[src/rtl/layer_mvm_par.sv]
// Fully-connected layer y = act(W*x + b) with P parallel MAC lanes; W and b come from external synchronous ROMs.
// Define LAYER_MVM_RELU_EN to add a ReLU after saturation; left undefined, the layer is linear.
module layer_mvm_par #(
  parameter int N = 8,
  parameter int M = 6,
  parameter int P = 1,
  parameter int T = 16,
  localparam int G    = M / P,
  localparam int WA_W = (G * N > 1) ? $clog2(G * N) : 1,
  localparam int BA_W = (G > 1) ? $clog2(G) : 1
) (
  input  logic              clk,
  input  logic              reset,
  input  logic              s_valid,
  output logic              s_ready,
  input  logic [T-1:0]      data_in,
  output logic              m_valid,
  input  logic              m_ready,
  output logic [T-1:0]      data_out,
  output logic [WA_W-1:0]   w_addr,
  input  logic [P*T-1:0]    w_data,
  output logic [BA_W-1:0]   b_addr,
  input  logic [P*T-1:0]    b_data
);

  localparam int ACC_W = 2 * T + $clog2(N) + 1;
  localparam int XW    = $clog2(N);
  localparam int YW    = (M > 1) ? $clog2(M) : 1;
  localparam int CW    = $clog2(N + 2);

  localparam logic signed [ACC_W-1:0] SAT_MAX = {{(ACC_W - T + 1){1'b0}}, {(T - 1){1'b1}}};
  localparam logic signed [ACC_W-1:0] SAT_MIN = {{(ACC_W - T + 1){1'b1}}, {(T - 1){1'b0}}};

  typedef enum logic [1:0] {LOAD, COMPUTE, OUTPUT} state_t;

  state_t                  state;
  logic [XW-1:0]           idx;
  logic [XW-1:0]           xk;
  logic [YW-1:0]           j;
  logic [YW-1:0]           y_base;
  logic [CW-1:0]           cyc;
  logic [BA_W-1:0]         grp;
  logic [WA_W-1:0]         w_base;
  logic signed [T-1:0]     x_buf [N];
  logic signed [T-1:0]     y_buf [M];
  logic signed [ACC_W-1:0] acc [P];
  logic signed [ACC_W-1:0] acc_next [P];
  logic signed [2*T-1:0]   prod [P];
  logic signed [T-1:0]     res [P];
  logic signed [T-1:0]     x_cur;

  // s_ready is gated by reset so it is low for the whole time reset is held
  assign s_ready  = (state == LOAD) && !reset;
  assign m_valid  = (state == OUTPUT);
  assign data_out = m_valid ? y_buf[j] : '0;

  always_comb begin
    x_cur = x_buf[xk];
    for (int p = 0; p < P; p++) begin
      prod[p] = $signed({{T{w_data[p*T+T-1]}}, w_data[p*T +: T]}) *
                $signed({{T{x_cur[T-1]}}, x_cur});
      // the first accumulating cycle of a group starts from the bias instead of the old sum
      acc_next[p] = ((cyc == CW'(1)) ? {{(ACC_W - T){b_data[p*T+T-1]}}, b_data[p*T +: T]} : acc[p])
                    + {{(ACC_W - 2*T){prod[p][2*T-1]}}, prod[p]};
      if (acc[p] > SAT_MAX) begin
        res[p] = SAT_MAX[T-1:0];
      end else if (acc[p] < SAT_MIN) begin
        res[p] = SAT_MIN[T-1:0];
      end else begin
        res[p] = acc[p][T-1:0];
      end
`ifdef LAYER_MVM_RELU_EN
      if (res[p][T-1]) begin
        res[p] = '0;
      end
`endif
    end
  end

  always_ff @(posedge clk or posedge reset) begin
    if (reset) begin
      state  <= LOAD;
      idx    <= '0;
      xk     <= '0;
      j      <= '0;
      y_base <= '0;
      cyc    <= '0;
      grp    <= '0;
      w_base <= '0;
      w_addr <= '0;
      b_addr <= '0;
      for (int i = 0; i < N; i++) x_buf[i] <= '0;
      for (int i = 0; i < M; i++) y_buf[i] <= '0;
      for (int p = 0; p < P; p++) acc[p] <= '0;
    end else begin
      case (state)
        LOAD: begin
          if (s_valid) begin
            x_buf[idx] <= data_in;
            if (idx == XW'(N - 1)) begin
              idx    <= '0;
              xk     <= '0;
              cyc    <= '0;
              grp    <= '0;
              w_base <= '0;
              y_base <= '0;
              w_addr <= '0;
              b_addr <= '0;
              state  <= COMPUTE;
            end else begin
              idx <= idx + 1'b1;
            end
          end
        end

        // each group: address cycle, N accumulate cycles, one write-back cycle
        COMPUTE: begin
          if (cyc != '0 && cyc <= CW'(N)) begin
            for (int p = 0; p < P; p++) acc[p] <= acc_next[p];
            if (xk != XW'(N - 1)) xk <= xk + 1'b1;
          end
          if (cyc < CW'(N - 1)) begin
            w_addr <= w_addr + 1'b1;
          end
          if (cyc == CW'(N + 1)) begin
            for (int p = 0; p < P; p++) y_buf[y_base + YW'(p)] <= res[p];
            cyc <= '0;
            xk  <= '0;
            if (grp == BA_W'(G - 1)) begin
              grp    <= '0;
              w_base <= '0;
              y_base <= '0;
              w_addr <= '0;
              b_addr <= '0;
              j      <= '0;
              state  <= OUTPUT;
            end else begin
              grp    <= grp + 1'b1;
              b_addr <= grp + 1'b1;
              w_base <= w_base + WA_W'(N);
              w_addr <= w_base + WA_W'(N);
              y_base <= y_base + YW'(P);
            end
          end else begin
            cyc <= cyc + 1'b1;
          end
        end

        OUTPUT: begin
          if (m_ready) begin
            if (j == YW'(M - 1)) begin
              j     <= '0;
              state <= LOAD;
            end else begin
              j <= j + 1'b1;
            end
          end
        end

        default: state <= LOAD;
      endcase
    end
  end

endmodule

[config.mk]
export PLATFORM = sky130hd
export DESIGN_NAME = layer_mvm_par
export DESIGN_NICKNAME = d
export VERILOG_FILES = /design/src/rtl/layer_mvm_par.sv
export SDC_FILE = /design/constraint.sdc
export NUM_CORES = 1
export LEC_CHECK = 0
export CAP_MARGIN = 40
export CORE_MARGIN = 3
export CORE_UTILIZATION = 48
export CTS_CLUSTER_SIZE = 16
export DETAILED_ROUTE_END_ITERATION = 10
export SLEW_MARGIN = 20
export SYNTH_ARGS = -nofsm -noshare
export SYNTH_HDL_FRONTEND = slang
export SYNTH_SLANG_ARGS = --single-unit
[constraint.sdc]
create_clock -name clk -period 11 [get_ports clk]
set_input_delay 1.1 -clock clk [delete_from_list [all_inputs] [get_ports clk]]
set_output_delay 1.1 -clock clk [all_outputs]
set_load 0.02 [all_outputs]
==> out/results.tsv <==
stage	metric	value	unit
logic_synthesis	Mean Syn Cell Area	10.05	um^2
timing	Setup TNS	0	ps
setup_path	cell count of the worst reg-to-reg path	36	
cells_and_area	Area growth syn-to-layout	11.02	%
floorplanning	Die X	234.4	um
setup_path	most frequent CP cell	fa_1	
cells_and_area	share of layout cells above drive strength 1	12.97	%
setup_path	critical path required time	11450	ps
logic_synthesis	sequential share of the synthesized area	29.27	%
timing	skew final	24.29	ps
timing	Final Hold Fails	0	
cells_and_area	ant diodes	0	
grt	total grt overflow	0	
placed_design	placement-stage cell area	26780	um^2
min_path	Hold Path Class	reg -> reg	
timing	fin crit period	10170	ps
setup_path	Crit path buffers/inverters	6	
floorplanning	# rows	83	
clocking	Num Clock Sinks	293	
drt	post-DR vias/cell	5.412	
grt	largest net degree at the start of global routing	99	
setup_path	Critical Path Sink Type	register	
setup_path	startpoint types	register	
grt	GRT Total Usage	22.40	%
setup_path	R2R Setup Slk	830	ps
setup_path	Top delay family on crit path	adder cells	
timing	Max transition margin	44.91	%
logic_synthesis	number of synthesized flops with an enable pin	0	
logic_synthesis	Mapped Nets	2930	
logic_synthesis	Yosys warnings	0	
clocking	cts repair resizes	0	
clocking	Post-CTS Setup Bufs	0	
setup_path	CP max FO	17	
logic_synthesis	post-synth cell types	71	
drt	detailed-route DRC error count	0	
drt	final wirelength	58.89	mm
setup_path	Setup crit start	xk[0]	
clocking	CTS tree	done	
setup_path	crit path max-delay cell type	fa_1	
logic_synthesis	Post-synth ARST share	100.0	%
logic_synthesis	#FFs+latches synth	293	
drt	DRT iter0 DRCs	933	
clocking	TritonCTS buffer count	29	
drt	via count	17540	
cells_and_area	fin area	27810	um^2
timing	worst slew pin tran	819.3	ps
drt	Routed wire per std cell	18.18	um
setup_path	worst r2r src	xk[0]	
clocking	Hold Buf Count CTS	0	
logic_synthesis	commonest register cell after synthesis	dfrtp_1	
grt	vias in the first global route	18660	
cells_and_area	final net count	2976	
placed_design	routability congestion estimate	0.8611	
floorplanning	Core ar.	51510	um^2
clocking	CTS root buf	clkbuf_16	
timing	# setup viols final	0	
clocking	CTS H-Tree Depth	1	
timing	unrepaired setup endpoints after global routing	no	
setup_path	kind of critical path	reg -> reg	
placed_design	dpl hpwl	44.23	mm
drt	TritonRoute pass-1 iters	5	
logic_synthesis	Syn Inst Count	2491	
flow_run	maxcap violations	0	
status	status	finished clean	
floorplanning	I/O pins	79	
clocking	number of buffers on the longest clock path	3	
setup_path	crit path to	acc[35]	
floorplanning	die height	234.4	um
floorplanning	Starting Density	48.63	%
clocking	clk slew on worst S/H paths	60	ps
setup_path	r2r endpoint	acc[35]	
floorplanning	Die ar.	54960	um^2
setup_path	Crit path depth	36	
timing	Max Freq	98.30	MHz
clocking	worst skew pair latency	560	ps
drt	DRT antenna net count	0	
setup_path	CP arrival	10620	ps
grt	initial antenna violation count	1	
placed_design	PortBufs	78	
grt	first-pass GRT wire length	98.27	mm
timing	final max-slew violation count	0	
logic_synthesis	Mapped Area	25050	um^2
timing	period utilisation layout	92.49	%
setup_path	slowest stage delay, CP	660	ps
-- area by class of cell --
type / instances / area [um^2]
Fill cell: 4676 / 23700
Multi-Input combinational cell: 1755 / 16060
Sequential cell: 293 / 7335
Timing Repair Buffer: 122 / 1294
Inverter: 336 / 1269
Clock buffer: 44 / 862.1
Tap cell: 680 / 850.8
Clock inverter: 10 / 133.9
-- per-stage QoR --
step | setup WS, ps | cells | util (%) | hold slack [ps]
2_1_floorplan | 1212 | 2491 | - | 444.4
3_3_place_gp | 806.9 | 3171 | 51.46 | 456.2
3_5_place_dp | 711.4 | 3185 | 52.00 | 467.1
4_1_cts | 883.6 | 3239 | 53.93 | 480.8
5_1_grt | 254.1 | 3240 | 53.98 | 493.0
6_report | 826.6 | 3240 | 53.98 | 479.8
-- synth_stat cells (67+ instances only) --
library cell | count | share of area, %
o21ai_0 | 169 | 3.4
dfrtp_1 | 293 | 29
mux2_2 | 162 | 7.3
nor2_1 | 81 | 1.2
clkbuf_1 | 98 | 1.5
a21oi_1 | 67 | 1.3
nand2_1 | 366 | 5.5
fa_1 | 263 | 21
inv_1 | 335 | 5.0
nor2b_1 | 84 | 2.1
ha_1 | 124 | 6.2
-- state kept, by name (all words and copies together), names as in the netlist --
name and count:
state 2, j 3, y_buf 96, cyc 4, w_base 6, w_addr 6
acc 36, xk 3, idx 3, grp 3, y_base 3, x_buf 128
-- cell families (layout without fill, tap and decap cells) --
group | Yosys count | in the layout | share of synthesized area [%]
fa+ha+maj | 387 | 387 | 27.22
flops | 293 | 293 | 29.27
buf+inv | 443 | 512 | 6.654
mux | 220 | 220 | 12.00
compound gates | 381 | 381 | 9.402
simple gates | 699 | 699 | 13.08
xor+xnor | 68 | 68 | 2.378
-- tightest hold or removal path, stage by stage (launching register included) --
cell,delay [ps]
dfrtp_1,340
nand2_1,40
o21ai_0,60
-- placed cells by master, fill, tap and decap left out, types with 8 or more instances in the layout --
cell type          n
mux2_2           162
o21a_1            15
nor2_1            81
xnor2_1           42
nand3_1           19
nand4_1            9
o21ai_0          169
clkdlybuf4s50_1   78
a22oi_1           18
mux2i_1            9
fa_1             263
nand2_1          366
and3_1             8
nor3_1            13
clkbuf_16         29
inv_1            334
nor2b_1           84
mux4_2            48
and2_1            48
o21bai_1          22
nand2b_1          27
clkbuf_8           8
buf_4             29
a21oi_1           67
ha_1             124
xor2_1            26
dfrtp_1          291
a21o_1            31
or2_2             10
-- worst min-delay path by stage --
stage                    from         to  slack [ps]  depth (start not counted)
global placement    y_buf[69]  y_buf[69]         460                          2
floorplan            y_buf[0]   y_buf[0]         440                          2
CTS                 y_buf[29]  y_buf[29]         480                          2
detailed placement  y_buf[29]  y_buf[29]         470                          2
global route        y_buf[57]  y_buf[57]         490                          2
finish              y_buf[21]  y_buf[21]         480                          2
-- layer usage --
metal | vias up | GRT usage, % | wire length (um)
met1 | 8947 | 30.42 | 26160
li1 | 8253 | - | -
met4 | 2 | 4.240 | 1112
met5 | - | 0 | 13
met3 | 61 | 2.505 | 2030
met2 | 272 | 39.34 | 29580
Power is not shown: default switching activity piles up to over one toggle a cycle in this logic, so the estimate is an artifact.
==> edit (config.mk and constraints unchanged) <==
The parameter `T` goes from 16 to 17.
--- a/src/rtl/layer_mvm_par.sv
+++ b/src/rtl/layer_mvm_par.sv
@@ -5,5 +5,5 @@
   parameter int M = 6,
   parameter int P = 1,
-  parameter int T = 16,
+  parameter int T = 17,
   localparam int G    = M / P,
   localparam int WA_W = (G * N > 1) ? $clog2(G * N) : 1,
Interface: changed (resized b_data, data_in, data_out and w_data); port bits go from 79 to 83. No check against the original RTL was run, so the function may have changed too.
==> edit against the unedited design <==
Hold slack got worse by 0.0055 ns; first-iteration DRC count rose by 24%; final area rose by 6.3%; wire length increased by 5.5%; critical path depth decreased by 4; synthesized area increased by 6.1%; setup slack gained 0.43 ns; cell count grew 6.0%; sequential cell count up 16; global-route usage is 0.12 points lower; critical path type unchanged.
Power is not shown: default switching activity piles up to over one toggle a cycle in this logic, so the estimate is an artifact.
==> edit: results (changes against the unedited design) <==
[detailed_routing]
routed-wl-met3_um = 2553  ; +26%
routed-wl-met2_um = 27660  ; -6.5%
initialDrtViolationCount = 1155  ; +24%
dr.max_layer_used = met4

[synth]
synthDominantCellAreaShare_pct = 29.09  ; -0.19 points
synthTopCellsByArea = dfrtp_1 (29%), fa_1 (22%), mux2_2 (7.1%)
synth_compound_gate_area_share_pct = 8.265  ; -1.1 points
yosysUniqueCellTypes = 60  ; -15%
yosys.area_share.xor_xnor_pct = 2.504  ; +0.13 points
post_synth.cell_area_avg_um2 = 10.18  ; +1.2%
sequential_fraction_of_the_synthesis_area_pct = 29.09  ; -0.19 points
synth.mux.area_fraction_pct = 12.37  ; +0.37 points

[placement]
hpwl_after_dpl_um = 47820  ; +8.1%
gp_routability_congestion = 0.8569  ; -0.49%
place.port_buffers = 82  ; +5.1%

[setup_path]
reg2reg_slack_ns = 1.26  ; +0.43 ns
slowest_stage = dfrtp_2
rr_worst_depth = 32  ; -11%
cp_max_fo = 19  ; +2
reg2reg_end = acc[37]

[timing]
max-slew-margin-rel_pct = 39.77  ; -5.1 points
fin_worst_skew_ns = 0.02958  ; +0.005294 ns

[layout]
final_cells = 3433  ; +6.0%
final_layout_size_suffix_gt1_share_pct = 13.03  ; +0.060 points
design.final.nets = 3152  ; +5.9%

[grt]
first_pass_grt_wire_length_um = 103300  ; +5.1%
grt_antenna_before_repair = 0  ; -1

[clock_tree]
htree_levels = 2  ; +1

[outcome]
outcome = complete, no violations

==> edit: final cells by class <==
class / count / share of cell area (%)
well taps: 739 / 3.128
flip-flops and latches: 309 / 26.17
clock inverters: 13 / 0.5587
inverters: 350 / 4.470
clock buffers: 48 / 3.437
repair buffers: 127 / 4.258
multi-input cells: 1847 / 57.98
==> edit: per-stage QoR <==
stage / hold WS [ns] / util (%) / setup WS (ns)
after floorplan: 0.4444 / - / 1.356
after global placement: 0.4557 / 51.80 / 1.392
after detailed placement: 0.4654 / 52.17 / 1.227
final: 0.4743 / 54.39 / 1.261
after CTS: 0.4784 / 54.34 / 1.202
after global routing: 0.4991 / 54.39 / 0.5978
==> edit: critical path: cells and delay by family, from the launching register on <==
family / cells / cell delay (ns)
AO/OA/AOI/OAI: 12 / 2.75
buffers and inverters: 6 / 0.69
XOR/XNOR: 1 / 0.12
multiplexers: 2 / 0.95
adder cells (fa/ha/maj): 8 / 3.92
AND/OR/NAND/NOR: 3 / 0.42
flip-flops: 1 / 0.72
==> edit: cell families after synthesis <==
kind of cell,count (synthesis)
XOR/XNOR,76
AO/OA/AOI/OAI,368
adder cells (fa/ha/maj),426
buffers and inverters,456
AND/OR/NAND/NOR,733
multiplexers,244
flip-flops,309
==> edit: how the worst min path moves through the flow <==
stage	start	slack (ns)	to
after floorplan	y_buf[0]	0.44	y_buf[0]
after global placement	y_buf[3]	0.46	y_buf[3]
after detailed placement	y_buf[0]	0.47	y_buf[0]
after CTS	y_buf[43]	0.48	y_buf[43]
after global routing	y_buf[7]	0.50	y_buf[7]
final	y_buf[23]	0.47	y_buf[23]
==> edit: per-layer routing <==
metal	GRT usage [%]	vias up
li1	-	8619
met4	3.820	0
met1	33.99	9227
met2	35.02	313
met3	2.550	50
met5	0	-
